==> config.mk <==
export PLATFORM = sky130hd
export DESIGN_NAME = spi_cmd_slave
export DESIGN_NICKNAME = d
export VERILOG_FILES = /design/src/rtl/spi_cmd_slave_pkg.sv /design/src/rtl/spi_sync_edge.sv /design/src/rtl/spi_cmd_slave.sv
export SDC_FILE = /design/constraint.sdc
export NUM_CORES = 1
export LEC_CHECK = 0
export ABC_AREA = 1
export BUFFER_PORTS_ARGS = -buffer_cell sky130_fd_sc_hd__buf_2
export CAP_MARGIN = 20
export CORE_MARGIN = 4
export CORE_UTILIZATION = 40
export CTS_BUF_LIST = sky130_fd_sc_hd__clkbuf_4
export DETAILED_ROUTE_END_ITERATION = 10
export SLEW_MARGIN = 5
export SYNTH_ARGS = -nofsm -noshare
export SYNTH_HDL_FRONTEND = slang
export SYNTH_HIERARCHICAL = 1
export SYNTH_SLANG_ARGS = --single-unit
==> constraint.sdc <==
create_clock -name CLK -period 2.9 [get_ports CLK]
set_input_delay 0.29 -clock CLK [delete_from_list [all_inputs] [get_ports CLK]]
set_output_delay 0.29 -clock CLK [all_outputs]
set_load 0.01 [all_outputs]
==> src/rtl/spi_cmd_slave_pkg.sv <==
// Shared definitions for the SPI command slave: opcodes, command field layout,
// protocol states and the MISO prefetch source selector.
package spi_cmd_slave_pkg;

    // The opcode sits in the top OPCODE_W bits of the command word.
    // The FIFO channel sits in the low CHAN_W bits.
    localparam int OPCODE_W = 4;
    localparam int CHAN_W   = 3;

    typedef enum logic [OPCODE_W-1:0] {
        OP_MEM_WR  = 4'h1,
        OP_MEM_RD  = 4'h2,
        OP_EN_SET  = 4'h3,
        OP_EN_CLR  = 4'h4,
        OP_FIFO_RD = 4'h5
    } opcode_e;

    typedef enum logic [2:0] {
        ST_IDLE,
        ST_CMD,
        ST_ADDR,
        ST_WDATA,
        ST_RDATA,
        ST_FDATA,
        ST_DISCARD
    } state_e;

    // Where the next outgoing MISO word comes from.
    typedef enum logic [1:0] {
        SRC_NONE,
        SRC_REG,
        SRC_FIFO,
        SRC_ZERO
    } fetch_src_e;

    function automatic logic is_data_state(input state_e s);
        return (s == ST_RDATA) || (s == ST_FDATA);
    endfunction

endpackage

==> src/rtl/spi_sync_edge.sv <==
// Two-flop synchroniser for one asynchronous SPI pin followed by a registered
// edge detector producing single-cycle rise/fall pulses.
module spi_sync_edge #(
    parameter logic IDLE_VAL = 1'b1
) (
    input  logic CLK,
    input  logic RESET,
    input  logic raw,
    output logic rise,
    output logic fall
);

    logic sync_1;
    logic sync_2;
    logic sync_3;

    // NOTE: sequential state uses non-blocking assignments so every flop
    // samples the pre-edge value of its neighbour; blocking here would
    // collapse the synchroniser chain into a single stage.
    always_ff @(posedge CLK) begin
        if (RESET) begin
            sync_1 <= IDLE_VAL;
            sync_2 <= IDLE_VAL;
            sync_3 <= IDLE_VAL;
            rise   <= 1'b0;
            fall   <= 1'b0;
        end else begin
            sync_1 <= raw;
            sync_2 <= sync_1;
            sync_3 <= sync_2;
            rise   <= sync_2 & ~sync_3;
            fall   <= ~sync_2 & sync_3;
        end
    end

endmodule

==> src/rtl/spi_cmd_slave.sv <==
// SPI mode-3 command slave: decodes command/address/data words into register
// write/read strobes, FIFO pops and an enable bit, and streams read data on MISO.
module spi_cmd_slave
    import spi_cmd_slave_pkg::*;
#(
    parameter int WORD_W   = 16,
    parameter int ADDR_W   = 8,
    parameter int NUM_FIFO = 2
) (
    input  logic                       CLK,
    input  logic                       RESET,
    input  logic                       spi_clk,
    input  logic                       spi_csn,
    input  logic                       spi_mosi,
    output logic                       spi_miso,
    output logic                       reg_wr_en,
    output logic [ADDR_W-1:0]          reg_addr,
    output logic [WORD_W-1:0]          reg_wdata,
    output logic                       reg_rd_en,
    input  logic [WORD_W-1:0]          reg_rdata,
    output logic [NUM_FIFO-1:0]        fifo_rd_en,
    input  logic [NUM_FIFO*WORD_W-1:0] fifo_rdata,
    input  logic [NUM_FIFO-1:0]        fifo_empty,
    output logic                       sys_enable,
    output logic                       cmd_err,
    output logic [NUM_FIFO-1:0]        fifo_underrun
);

    localparam int                CNT_W    = $clog2(WORD_W);
    localparam logic [CNT_W-1:0]  BIT_LAST = CNT_W'(WORD_W - 1);

    logic sck_rise;
    logic sck_fall;
    logic csn_rise;
    logic csn_fall;
    logic mosi_s1;
    logic mosi_s2;

    spi_sync_edge #(.IDLE_VAL(1'b1)) u_sck_sync (
        .CLK   (CLK),
        .RESET (RESET),
        .raw   (spi_clk),
        .rise  (sck_rise),
        .fall  (sck_fall)
    );

    spi_sync_edge #(.IDLE_VAL(1'b1)) u_csn_sync (
        .CLK   (CLK),
        .RESET (RESET),
        .raw   (spi_csn),
        .rise  (csn_rise),
        .fall  (csn_fall)
    );

    // MOSI only needs a level; it is stable for several CLK around each SCK rise.
    always_ff @(posedge CLK) begin
        if (RESET) begin
            mosi_s1 <= 1'b0;
            mosi_s2 <= 1'b0;
        end else begin
            mosi_s1 <= spi_mosi;
            mosi_s2 <= mosi_s1;
        end
    end

    state_e                 state;
    state_e                 state_nx;
    logic [CNT_W-1:0]       bit_cnt;
    logic [WORD_W-1:0]      shift_in;
    logic [WORD_W-1:0]      rx_word;
    logic                   word_done;
    logic [WORD_W-1:0]      tx_shift;
    logic [ADDR_W-1:0]      addr_q;
    logic                   rd_mode;
    logic [CHAN_W-1:0]      fifo_ch;
    logic [OPCODE_W-1:0]    cmd_opcode;
    logic [CHAN_W-1:0]      cmd_chan;
    logic [CHAN_W-1:0]      chan_sel;
    logic                   sel_empty;
    logic [WORD_W-1:0]      fifo_sel_data;
    logic [WORD_W-1:0]      load_data;
    fetch_src_e             fetch_nx;
    fetch_src_e             fetch_q;
    fetch_src_e             load_q;
    logic                   wr_fire;
    logic                   addr_load;
    logic                   cmd_load;
    logic                   en_set;
    logic                   en_clr;
    logic                   err_set;

    assign rx_word    = {shift_in[WORD_W-2:0], mosi_s2};
    assign word_done  = sck_rise && (state != ST_IDLE) && (bit_cnt == BIT_LAST);
    assign cmd_opcode = rx_word[WORD_W-1 -: OPCODE_W];
    assign cmd_chan   = rx_word[CHAN_W-1:0];
    assign reg_addr   = addr_q;

    // The command word itself already prefetches, before fifo_ch is latched.
    assign chan_sel = (state == ST_CMD) ? cmd_chan : fifo_ch;

    always_comb begin
        sel_empty     = 1'b1;
        fifo_sel_data = '0;
        for (int i = 0; i < NUM_FIFO; i++) begin
            if (chan_sel == CHAN_W'(i)) begin
                sel_empty = fifo_empty[i];
            end
            if (fifo_ch == CHAN_W'(i)) begin
                fifo_sel_data = fifo_rdata[i*WORD_W +: WORD_W];
            end
        end
    end

    always_comb begin
        unique case (load_q)
            SRC_REG:  load_data = reg_rdata;
            SRC_FIFO: load_data = fifo_sel_data;
            default:  load_data = '0;
        endcase
    end

    always_ff @(posedge CLK) begin
        if (RESET) begin
            state <= ST_IDLE;
        end else begin
            state <= state_nx;
        end
    end

    // NOTE: every output of this block gets a default before any branch so no
    // path leaves a value unassigned and no latch is inferred.
    always_comb begin
        state_nx  = state;
        fetch_nx  = SRC_NONE;
        wr_fire   = 1'b0;
        addr_load = 1'b0;
        cmd_load  = 1'b0;
        en_set    = 1'b0;
        en_clr    = 1'b0;
        err_set   = 1'b0;
        if (word_done) begin
            unique case (state)
                ST_CMD: begin
                    cmd_load = 1'b1;
                    case (opcode_e'(cmd_opcode))
                        OP_MEM_WR, OP_MEM_RD: state_nx = ST_ADDR;
                        OP_EN_SET: begin
                            en_set   = 1'b1;
                            state_nx = ST_DISCARD;
                        end
                        OP_EN_CLR: begin
                            en_clr   = 1'b1;
                            state_nx = ST_DISCARD;
                        end
                        OP_FIFO_RD: begin
                            if (int'(cmd_chan) < NUM_FIFO) begin
                                state_nx = ST_FDATA;
                                fetch_nx = sel_empty ? SRC_ZERO : SRC_FIFO;
                            end else begin
                                err_set  = 1'b1;
                                state_nx = ST_DISCARD;
                            end
                        end
                        default: begin
                            err_set  = 1'b1;
                            state_nx = ST_DISCARD;
                        end
                    endcase
                end
                ST_ADDR: begin
                    addr_load = 1'b1;
                    if (rd_mode) begin
                        state_nx = ST_RDATA;
                        fetch_nx = SRC_REG;
                    end else begin
                        state_nx = ST_WDATA;
                    end
                end
                ST_WDATA: wr_fire  = 1'b1;
                ST_RDATA: fetch_nx = SRC_REG;
                ST_FDATA: fetch_nx = sel_empty ? SRC_ZERO : SRC_FIFO;
                default: ;
            endcase
        end
        // A word finishing together with csn rising still counts; the frame ends after it.
        if (csn_rise) begin
            state_nx = ST_IDLE;
        end
        if (csn_fall) begin
            state_nx = ST_CMD;
        end
    end

    always_ff @(posedge CLK) begin
        if (RESET) begin
            bit_cnt  <= '0;
            shift_in <= '0;
        end else if (csn_fall || csn_rise) begin
            bit_cnt  <= '0;
            shift_in <= '0;
        end else if (sck_rise && (state != ST_IDLE)) begin
            bit_cnt  <= word_done ? '0 : bit_cnt + 1'b1;
            shift_in <= rx_word;
        end
    end

    always_ff @(posedge CLK) begin
        if (RESET) begin
            rd_mode <= 1'b0;
            fifo_ch <= '0;
        end else if (cmd_load) begin
            rd_mode <= (cmd_opcode == OP_MEM_RD);
            fifo_ch <= cmd_chan;
        end
    end

    // The address advances during the strobe cycle so the strobe sees the current address.
    always_ff @(posedge CLK) begin
        if (RESET) begin
            addr_q <= '0;
        end else if (addr_load) begin
            addr_q <= rx_word[ADDR_W-1:0];
        end else if (reg_wr_en || reg_rd_en) begin
            addr_q <= addr_q + 1'b1;
        end
    end

    always_ff @(posedge CLK) begin
        if (RESET) begin
            reg_wr_en     <= 1'b0;
            reg_wdata     <= '0;
            reg_rd_en     <= 1'b0;
            fifo_rd_en    <= '0;
            fifo_underrun <= '0;
            fetch_q       <= SRC_NONE;
            load_q        <= SRC_NONE;
            sys_enable    <= 1'b0;
            cmd_err       <= 1'b0;
        end else begin
            reg_wr_en <= wr_fire;
            if (wr_fire) begin
                reg_wdata <= rx_word;
            end
            reg_rd_en <= (fetch_nx == SRC_REG);
            for (int i = 0; i < NUM_FIFO; i++) begin
                fifo_rd_en[i] <= (fetch_nx == SRC_FIFO) && (chan_sel == CHAN_W'(i));
                if ((fetch_nx == SRC_ZERO) && (chan_sel == CHAN_W'(i))) begin
                    fifo_underrun[i] <= 1'b1;
                end
            end
            fetch_q <= fetch_nx;
            load_q  <= fetch_q;
            if (en_set) begin
                sys_enable <= 1'b1;
            end else if (en_clr) begin
                sys_enable <= 1'b0;
            end
            if (err_set) begin
                cmd_err <= 1'b1;
            end
        end
    end

    // Fetched data lands two CLK after the word boundary, well before the next SCK fall.
    always_ff @(posedge CLK) begin
        if (RESET) begin
            tx_shift <= '0;
            spi_miso <= 1'b0;
        end else begin
            if (load_q != SRC_NONE) begin
                tx_shift <= load_data;
            end else if (sck_fall && is_data_state(state)) begin
                tx_shift <= {tx_shift[WORD_W-2:0], 1'b0};
            end
            if (!is_data_state(state)) begin
                spi_miso <= 1'b0;
            end else if (sck_fall) begin
                spi_miso <= tx_shift[WORD_W-1];
            end
        end
    end

endmodule

Word level (Yosys, flattened, before mapping):

Cells that the tools add are included.
Widths: inputs -> output; s select.

* logic and storage cells: 130
* bits of input ports: 55
* register bits: 91

* mux-type cells: 42
* reductions and logical operators: 27
* magnitude comparators: 1
* $add $sub $neg: 2
* bitwise operators: 9
* eq/ne operators: 18

Operators by type and width (count)
* $mux 16: 4
* $pmux 16 s2: 1
* $mux 1: 24
* $mux 8: 2
* $pmux 3 s2: 2
* $reduce_bool 2->1: 5
* $eq 3x1->1 const B: 3
* $add 8x1->8 const B: 1
* $eq 4x2->1 const B: 2
* $eq 4x3->1 const B: 2
* $mux 2: 4
* $pmux 2 s4: 1
* $logic_and 1x1->1: 7
* $eq 2x2->1 const B: 3
* $eq 3x2->1 const B: 2
* $eq 3x3->1 const B: 2
* $logic_not 3->1: 2
* $mux 3: 2
* $reduce_bool 3->1: 2
* $reduce_or 2->1: 3
* $not 1->1: 5
* $add 4x1->4 const B: 1
* $and 1x1->1: 4
* $eq 2x1->1 const B: 2
* other kinds (10): 13

Longest topological paths before layout:

Gate-level depths: netlist of the first run.

* depth after elaboration: 12
* mapped depth: 12
* depth with buffers taken out: 12

Modules after synthesis:

The synthesis of the first run kept the hierarchy.

By module, submodules not included
* spi_cmd_slave: times used 1, cells an instance 516, area each 3779.9 µm²
* spi_sync_edge: times used 2, cells an instance 14, area each 138.9 µm²

Worst setup path before layout of the first run:

OpenSTA, ideal clock, no wires.

* path type: register to register
* start: register load_q[0]
* end: register tx_shift[10]
* setup time: 70 ps
* arrival: 1514 ps
* path buffers: 2
* path slack: 1316 ps
* period minus slack after synthesis: 1584 ps
* stages on the path, launching flop included: 8
* cells stage by stage: dfxtp_1 inv_1 ha_1 clkbuf_1 nor2_1 clkbuf_1 a22oi_1 a21oi_1

* longest elaborated chain between the ends: 3
* elaborated cells on any way between the ends: 6
* those cells by class: eq/ne (2); mux (2); reduce/logical (2)

Ends and longest elaborated chain
* from (decl): RTL line spi_cmd_slave.sv:84 `fetch_src_e load_q;`
* from (signal assigned): RTL line spi_cmd_slave.sv:252 `load_q <= fetch_q;`
* $eq 2x2->1 or $eq 2x1->1 (tied branches): RTL line spi_cmd_slave.sv:115 `unique case (load_q)`
* $pmux 16 s2: RTL line spi_cmd_slave.sv:115
* $mux 16: RTL line spi_cmd_slave.sv:270 `if (load_q != SRC_NONE) begin`
* to (signal assigned): RTL line spi_cmd_slave.sv:271 `tx_shift <= load_data;`
* to (signal assigned): RTL line spi_cmd_slave.sv:273 `tx_shift <= {tx_shift[WORD_W-2:0], 1'b0};`
* to (decl): RTL line spi_cmd_slave.sv:72 `logic [WORD_W-1:0] tx_shift;`

Parallel ways exist; a longest one is shown, timed or not.
A chain may end at the register's enable or synchronous reset.

Worst setup path in the final report of the first run:

* start: register state[1]
* end: register reg_wdata[4]

* longest elaborated chain between the ends: 4
* elaborated cells on any way between the ends: 6
* those cells by class: eq/ne (1); mux (2); reduce/logical (3)

Ends and longest elaborated chain
* from (decl): RTL line spi_cmd_slave.sv:66 `state_e state;`
* from (signal assigned): RTL line spi_cmd_slave.sv:126 `state <= state_nx;`
* $reduce_bool 3->1: RTL line spi_cmd_slave.sv:93 `assign word_done = sck_rise && (state != ST_IDLE) && (bit_cnt == BIT_LAST);`
* $logic_and 1x1->1 (2 in a row): RTL line spi_cmd_slave.sv:93
* $mux 1 (*): RTL line spi_cmd_slave.sv:141 `if (word_done) begin`
* to (signal assigned): RTL line spi_cmd_slave.sv:242 `reg_wdata <= rx_word;`
* to (decl): RTL line spi_cmd_slave.sv:18 `output logic [WORD_W-1:0] reg_wdata,`

Every way passes the cells marked *; elsewhere a longest branch is shown, timed or not.

==> results of run 1 <==
-- critical path, delay by kind of cell (launching register included) --
| family | cells | cell delay [ns] |
|---|---|---|
| AOI/OAI and AO/OA | 1 | 0.26 |
| buffers and inverters | 2 | 0.43 |
| DFF | 1 | 0.37 |
| and+or+nand+nor | 4 | 0.79 |
-- state kept, by name, indices dropped and copies added (netlist names), 3 cells and up --
signal / cells
state: 3
reg_wdata: 16
reg_addr: 8
tx_shift: 16
fifo_ch: 3
bit_cnt: 4
shift_in: 15
-- area by class of cell --
cell class	instances	area, um2	share of cell area
inverter	51	191	0.0405
sequential	91	1820	0.385
clock buffer	12	90.1	0.0191
clock inverter	4	51.3	0.0109
timing repair buffer	94	488	0.103
multi-input combinational	372	1920	0.406
tap	133	166	0.0352
-- cells by family (layout without fill, tap and decap cells) --
kind of cell             count (synthesis)  in the layout
AND/OR/NAND/NOR                        221            221
AO/OA/AOI/OAI                          140            140
flip-flops                              91             91
buffers and inverters                   81            161
adder cells (fa/ha/maj)                  5              5
XOR/XNOR                                 5              5
multiplexers                             1              1
-- stage by stage --
| stage | power, mW | hold slack (ns) | setup WS [ns] | cells |
|---|---|---|---|---|
| finish | 2.06 | 0.0355 | 0.950 | 757 |
| global placement | 1.38 | 0.392 | 0.907 | 741 |
| CTS | 2.09 | 0.00514 | 0.898 | 757 |
| global route | 2.15 | 0.0245 | 0.682 | 757 |
| floorplan | 1.33 | 0.362 | 1.32 | 544 |
| detailed placement | 1.38 | 0.389 | 0.918 | 741 |
-- report_power, final --
group          switching [mW]  internal (mW)
combinational          0.0462         0.0417
sequential            0.00471           1.26
clock                   0.416          0.293
-- layout by cell type, fill, tap and decap left out, drive strengths merged --
| cell type | synthesis | layout |
|---|---|---|
| nor2 | 73 | 73 |
| a22o | 16 | 16 |
| a311oi | 1 | 1 |
| and3 | 1 | 1 |
| a22oi | 14 | 14 |
| o211ai | 1 | 1 |
| nand2 | 71 | 71 |
| inv | 49 | 49 |
| ha | 5 | 5 |
| clkbuf | 24 | 12 |
| nor4 | 1 | 1 |
| buf | 6 | 94 |
| o21ai | 64 | 64 |
| clkinvlp | 0 | 1 |
| nor3 | 8 | 8 |
| mux2i | 1 | 1 |
| clkinv | 2 | 4 |
| xor2 | 5 | 5 |
| nand3b | 3 | 3 |
| o31ai | 2 | 2 |
| dfxtp | 91 | 91 |
| a21oi | 41 | 41 |
| bufinv | 0 | 1 |
| nand4 | 7 | 7 |
| a31oi | 1 | 1 |
| or2 | 5 | 5 |
| nand3 | 52 | 52 |
-- metal layers --
metal / vias up / routed length [um]
met5: - / 0
met2: 73 / 4440
li1: 1976 / -
met4: 0 / 154
met3: 15 / 432
met1: 1732 / 4700
-- path summary, 6_finish.rpt --
check | start | end | cells after the start
worst max-delay path | state[1]$_SDFFE_PP0P_ | reg_wdata[4]$_SDFFE_PP0P_ | 7
worst min-delay path | spi_csn | u_csn_sync/sync_1$_SDFF_PP1_ | 2
worst max register to register | state[1]$_SDFFE_PP0P_ | reg_wdata[4]$_SDFFE_PP0P_ | 7
worst min register to register | fetch_q[1]$_SDFF_PP0_ | load_q[1]$_SDFF_PP0_ | 2
==> results.md, run 1 <==
* Total global routing overflow at 0
* GR Util met1 at 0.228
* Max Freq at ~510 MHz
* Worst Max-Slew Pin Slew at a little under 0.8 ns
* DR iter-0 viols at about 220
* Starting density of the core at 0.413
* Drt total wl at roughly 9700 um
* Via count at ~3800
* Area grow syn2layout at 16.5%
* Final Wtd Congestion at 0.781
* CP max stage delay at 0.44 ns
* Routed wire length per instance at between 10 and 15 um
* CTS tree: yes
* Compound-Gate Fraction of Synth Area at 0.203
* DIE HEIGHT at between 100 and 150 um
* Synth area leaders: dfxtp_1 (45%), nor2_1 (6.8%), o21ai_0 (6.7%), nand3_1 (6.4%), nand2_1 (6.4%)
* Pin count of the biggest net entering global routing at 44
* CP Data Arrival Time at between 2 and 2.5 ns
* Synth top cells by count: dfxtp_1 (91), nor2_1 (73), nand2_1 (69), o21ai_0 (54), nand3_1 (52)
* Placed cell area at roughly 0.0046 mm2
* Post-synth top area share at 0.449
* EDFF count, synth at 0
* Period utilization at 0.672
* Worst-path maximum fanout at 17
* Post-Synth XOR/XNOR Area at 0.0108
* Final design utilization at 0.481
* DRT Pass-1 Iters at 4
* Vias in the first global route at roughly 3400
* I/O pins at just under 90
* First-pass GRT wire length at 16100 um
* Post_cts resized at 0
* Rel. slew slack at 0.473
* Register area share after synthesis at 0.449
* Total GRT Usage at 0.168
* # Post-CTS Setup Buffers at 0
* P_leak at roughly 2.2 nW
* Peak supply drop at approximately 0.00024 V
* Cell repeated most along the worst path: nor2_1
* Top-count cell post-synth: dfxtp_1
* Global Route met2 Usage at 0.267
* Mux cell area share after synthesis at 0.00247
* Final instance area at 0.00473 mm2
* Share of layout cells above drive strength 1 at 0.191
* Cts bufs inserted at 9
* Grt peak-use layer: met2
* Asr flop ratio synth at 0
* Setup-failing EPs final at 0
* Die Area at approximately 0.012 mm2
* Row count at 36
* Syn Inst Count at ~540
* Synth Area in Simple Gates at 0.241
* WP data required at ~3.2 ns
* Ant diodes at 0
* Area of the mapped netlist at around 0.0041 mm2
* CTS Hold Bufs at 0
* Dominant cell type by area after synthesis: dfxtp_1
* TNS Setup at 0 ns
* Slowest stage cell, crit path: nor4_4
* Setup crit start kind: flip-flop
* Unrepaired setup endpoints after global routing: no
* Clock Skews at roughly 0.016 ns
* Die width at roughly 110 um
* Final Hold Fails at 0
* Clock Tree Root: clkbuf_4
* Initial antenna violation count at 0
* Num Clock Sinks at 91
* Synthesized flop and latch total at between 90 and 100
* CP Class: reg -> reg
* Worst min-delay path class: in -> reg
* Max Root-Sink Buffers at 2
* Warnings from Yosys at 6
* IO buf count at 87
* PwrDens at 435 mW/mm2
* Critical Path, Cell by Cell: inv_1, a31oi_4, nand2_4, nor4_4, inv_2, nor2_1, nor2_1
* Met3 Use GR at 0.0284
* Endpoint class of the critical path: flip-flop
* CORE AREA at a little under 0.01 mm2
* Largest family of logic cells by synthesized area: simple AND/OR/NAND/NOR gates
* Slew Limit Fails at 0
* Worst-Skew Late Latency at between 0.4 and 0.5 ns
* FF-to-FF setup slack at 0.95 ns
* Status: finished, final reports clean
* Reg clk slew, reported paths at ~0.13 ns
* DRC violations left at 0
* Fill cells at around 1000
* Top FF cell, synth: dfxtp_1
* Antenna viol nets, final at 0
* Unique masters post-synth at 32
* Fraction of the mapped netlist area in adder cells at 0.0154
* Post-DR vias/cell at between 5 and 6
* Syn_area_per_cell at 7.46 um2
* Synthesized net count at 604
* Htree depth at 3
* DP HPWL at approximately 6900 um
* Max Cap Viol at 0
* Final #Nets at between 600 and 700
* Post-route minimum period at 1.95 ns
Note: power is estimated with default switching activity, not from simulation.
==> run 2, diff against run 1 <==
==> constraint.sdc (replaced) <==
create_clock -name CLK -period 1.58 [get_ports CLK]
set_input_delay 0.158 -clock CLK [delete_from_list [all_inputs] [get_ports CLK]]
set_output_delay 0.158 -clock CLK [all_outputs]
set_load 0.01 [all_outputs]
==> run 2 against run 1 <==
Highest routed layer unchanged. Critical path type unchanged. Non-clock buffer count up 52. Sequential share of layout area shrank 3.4 points. Largest power group unchanged. Wire length is 7.2% higher. Critical path depth increased by 1.
==> results.md, run 2 (synthesis results as in run 1) <==
* Status: finished, final reports clean
* Num Clock Sinks at between 90 and 100
* Max Root-Sink Buffers at 2
* Placement Setup Slack at -0.0428 ns
* Antenna viol nets, final at 0
* Reg clk slew, reported paths at 0.14 ns
* PwrDens at ~730 mW/mm2
* Most common library cell in the layout ignoring fill and taps: buf_2
* Final #Nets at 731
* Clock Tree Root: clkbuf_4
* Row count at 36
* Die width at between 100 and 150 um
* Rel. slew slack at 0.770
* Vias in the first global route at roughly 3600
* CORE AREA at 0.00982 mm2
* Max Cap Viol at 0
* Worst-Skew Late Latency at between 0.4 and 0.5 ns
* IO buf count at 87
* Htree depth at 3
* Die Area at between 0.01 and 0.015 mm2
* Worst min-delay path class: in -> reg
* Share of layout cells above drive strength 1 at 0.280
* Top Registers: reg_wdata: 16 flops, tx_shift: 16 flops, shift_in: 15 flops
* Final Hold Fails at 0
* CP Class: reg -> reg
* Most frequent cells in the layout: buf_2 (88), dfxtp_1 (86), nor2_1 (69)
* Final worst slack at 0.0554 ns
* I/O pins at between 80 and 90
* Final hold slack at 0.123 ns
* Endpoint class of the critical path: flip-flop
* CP Data Arrival Time at between 1.5 and 2 ns
* Cts bufs inserted at 9
* DRC violations left at 0
* Routed wire length per instance at 12.9 um
* Clock Skews at about 0.014 ns
* Delay-heaviest family, CP: simple AND/OR/NAND/NOR gates
* Fill cells at about 990
* Placed insts at approximately 800
* CP max stage delay at about 0.36 ns
* Via count at roughly 4000
* Pin count of the biggest net entering global routing at 29
* Final instance area at roughly 0.0052 mm2
* Area grow syn2layout at 28.4%
* DRT Pass-1 Iters at 4
* Post-route minimum period at between 1.5 and 2 ns
* DP HPWL at between 7000 and 8000 um
* WP data required at between 1.5 and 2 ns
* DIE HEIGHT at 109 um
* DR iter-0 viols at 234
* Peak supply drop at between 0.0004 and 0.0005 V
* Setup crit start kind: flip-flop
* Total GRT Usage at 0.172
* Drt total wl at between 10000 and 15000 um
* Slew Limit Fails at 0
* Worst Max-Slew Pin Slew at approximately 0.34 ns
* Post-DR vias/cell at between 4 and 5
* Critical Path, Cell by Cell: ha_2, and3_4, nand2_4, nor4_4, buf_4, buf_2, o21ai_1, nor2_1
* Worst-path maximum fanout at 8
* Placed cell area at approximately 0.0049 mm2
* Period utilization at 0.965
* P_leak at 2.50 nW
* Initial antenna violation count at 1
* CTS tree: yes
* Total global routing overflow at 0
* Max Freq at 656 MHz
* Finished Layout Cells at 810
* Unrepaired setup endpoints after global routing: yes
* First-pass GRT wire length at 16500 um
* Setup-failing EPs final at 0
* Slowest stage cell, crit path: dfxtp_2
* Starting density of the core at 0.413
* Final Wtd Congestion at between 0.8 and 0.9
* Crit path buffers/inverters at 2
run 2: metrics by stage:
stage | power (mW) | TNS [ns] | util
5_1_grt | 3.96 | -0.0697 | 0.530
3_5_place_dp | 2.54 | -0.0595 | 0.498
2_1_floorplan | 2.44 | 0 | -
6_report | 3.80 | 0 | 0.530
3_3_place_gp | 2.54 | 0 | 0.498
4_1_cts | 3.85 | 0 | 0.516
run 2: layout make-up:
| cell class | count | area [um2] | share of cell area |
|---|---|---|---|
| flip-flops and latches | 91 | 1830 | 0.351 |
| multi-input cells | 372 | 1970 | 0.379 |
| well taps | 133 | 166 | 0.0319 |
| inverters | 51 | 200 | 0.0384 |
| clock buffers | 10 | 75.1 | 0.0144 |
| diodes | 1 | 2.50 | 0.000480 |
| clock inverters | 6 | 63.8 | 0.0123 |
| repair buffers | 146 | 898 | 0.172 |
run 2: final timing paths:
| check | from | endpoint | slack [ns] | cells after the start |
|---|---|---|---|---|
| worst max-delay path | bit_cnt[1]$_SDFFE_PP0P_ | reg_wdata[5]$_SDFFE_PP0P_ | 0.06 | 8 |
| worst min-delay path | reg_rdata[4] | tx_shift[4]$_SDFFE_PP0P_ | 0.12 | 4 |
| worst max register to register | bit_cnt[1]$_SDFFE_PP0P_ | reg_wdata[5]$_SDFFE_PP0P_ | 0.06 | 8 |
| worst min register to register | fetch_q[0]$_SDFF_PP0_ | load_q[0]$_SDFF_PP0_ | 0.41 | 2 |
run 2: per-layer routing:
layer	GRT usage	vias up	wire length, um
met5	0	-	0
met4	0.0577	0	116
met3	0.0391	7	598
met2	0.276	76	4880
met1	0.229	1818	4840
li1	-	2093	-
run 2: tightest hold or removal path: stages:
cell and delay, ns:
buf_2 0.07, a22o_1 0.12, a22oi_1 0.06, a21oi_1 0.11
run 2: where the power goes:
group          total [mW]  switching (mW)  internal (mW)
registers            2.31         0.00682           2.31
logic               0.184          0.0913         0.0931
clock network        1.30           0.794          0.505
run 2: what timing repair did:
item,CTS,global route
gates resized for setup,5,30
pin swaps,0,2
hold buffers,3,0
cloned,0,1
buffers inserted,0,8
endpoints found under the setup margin,4,58
hold endpoints to repair,3,0
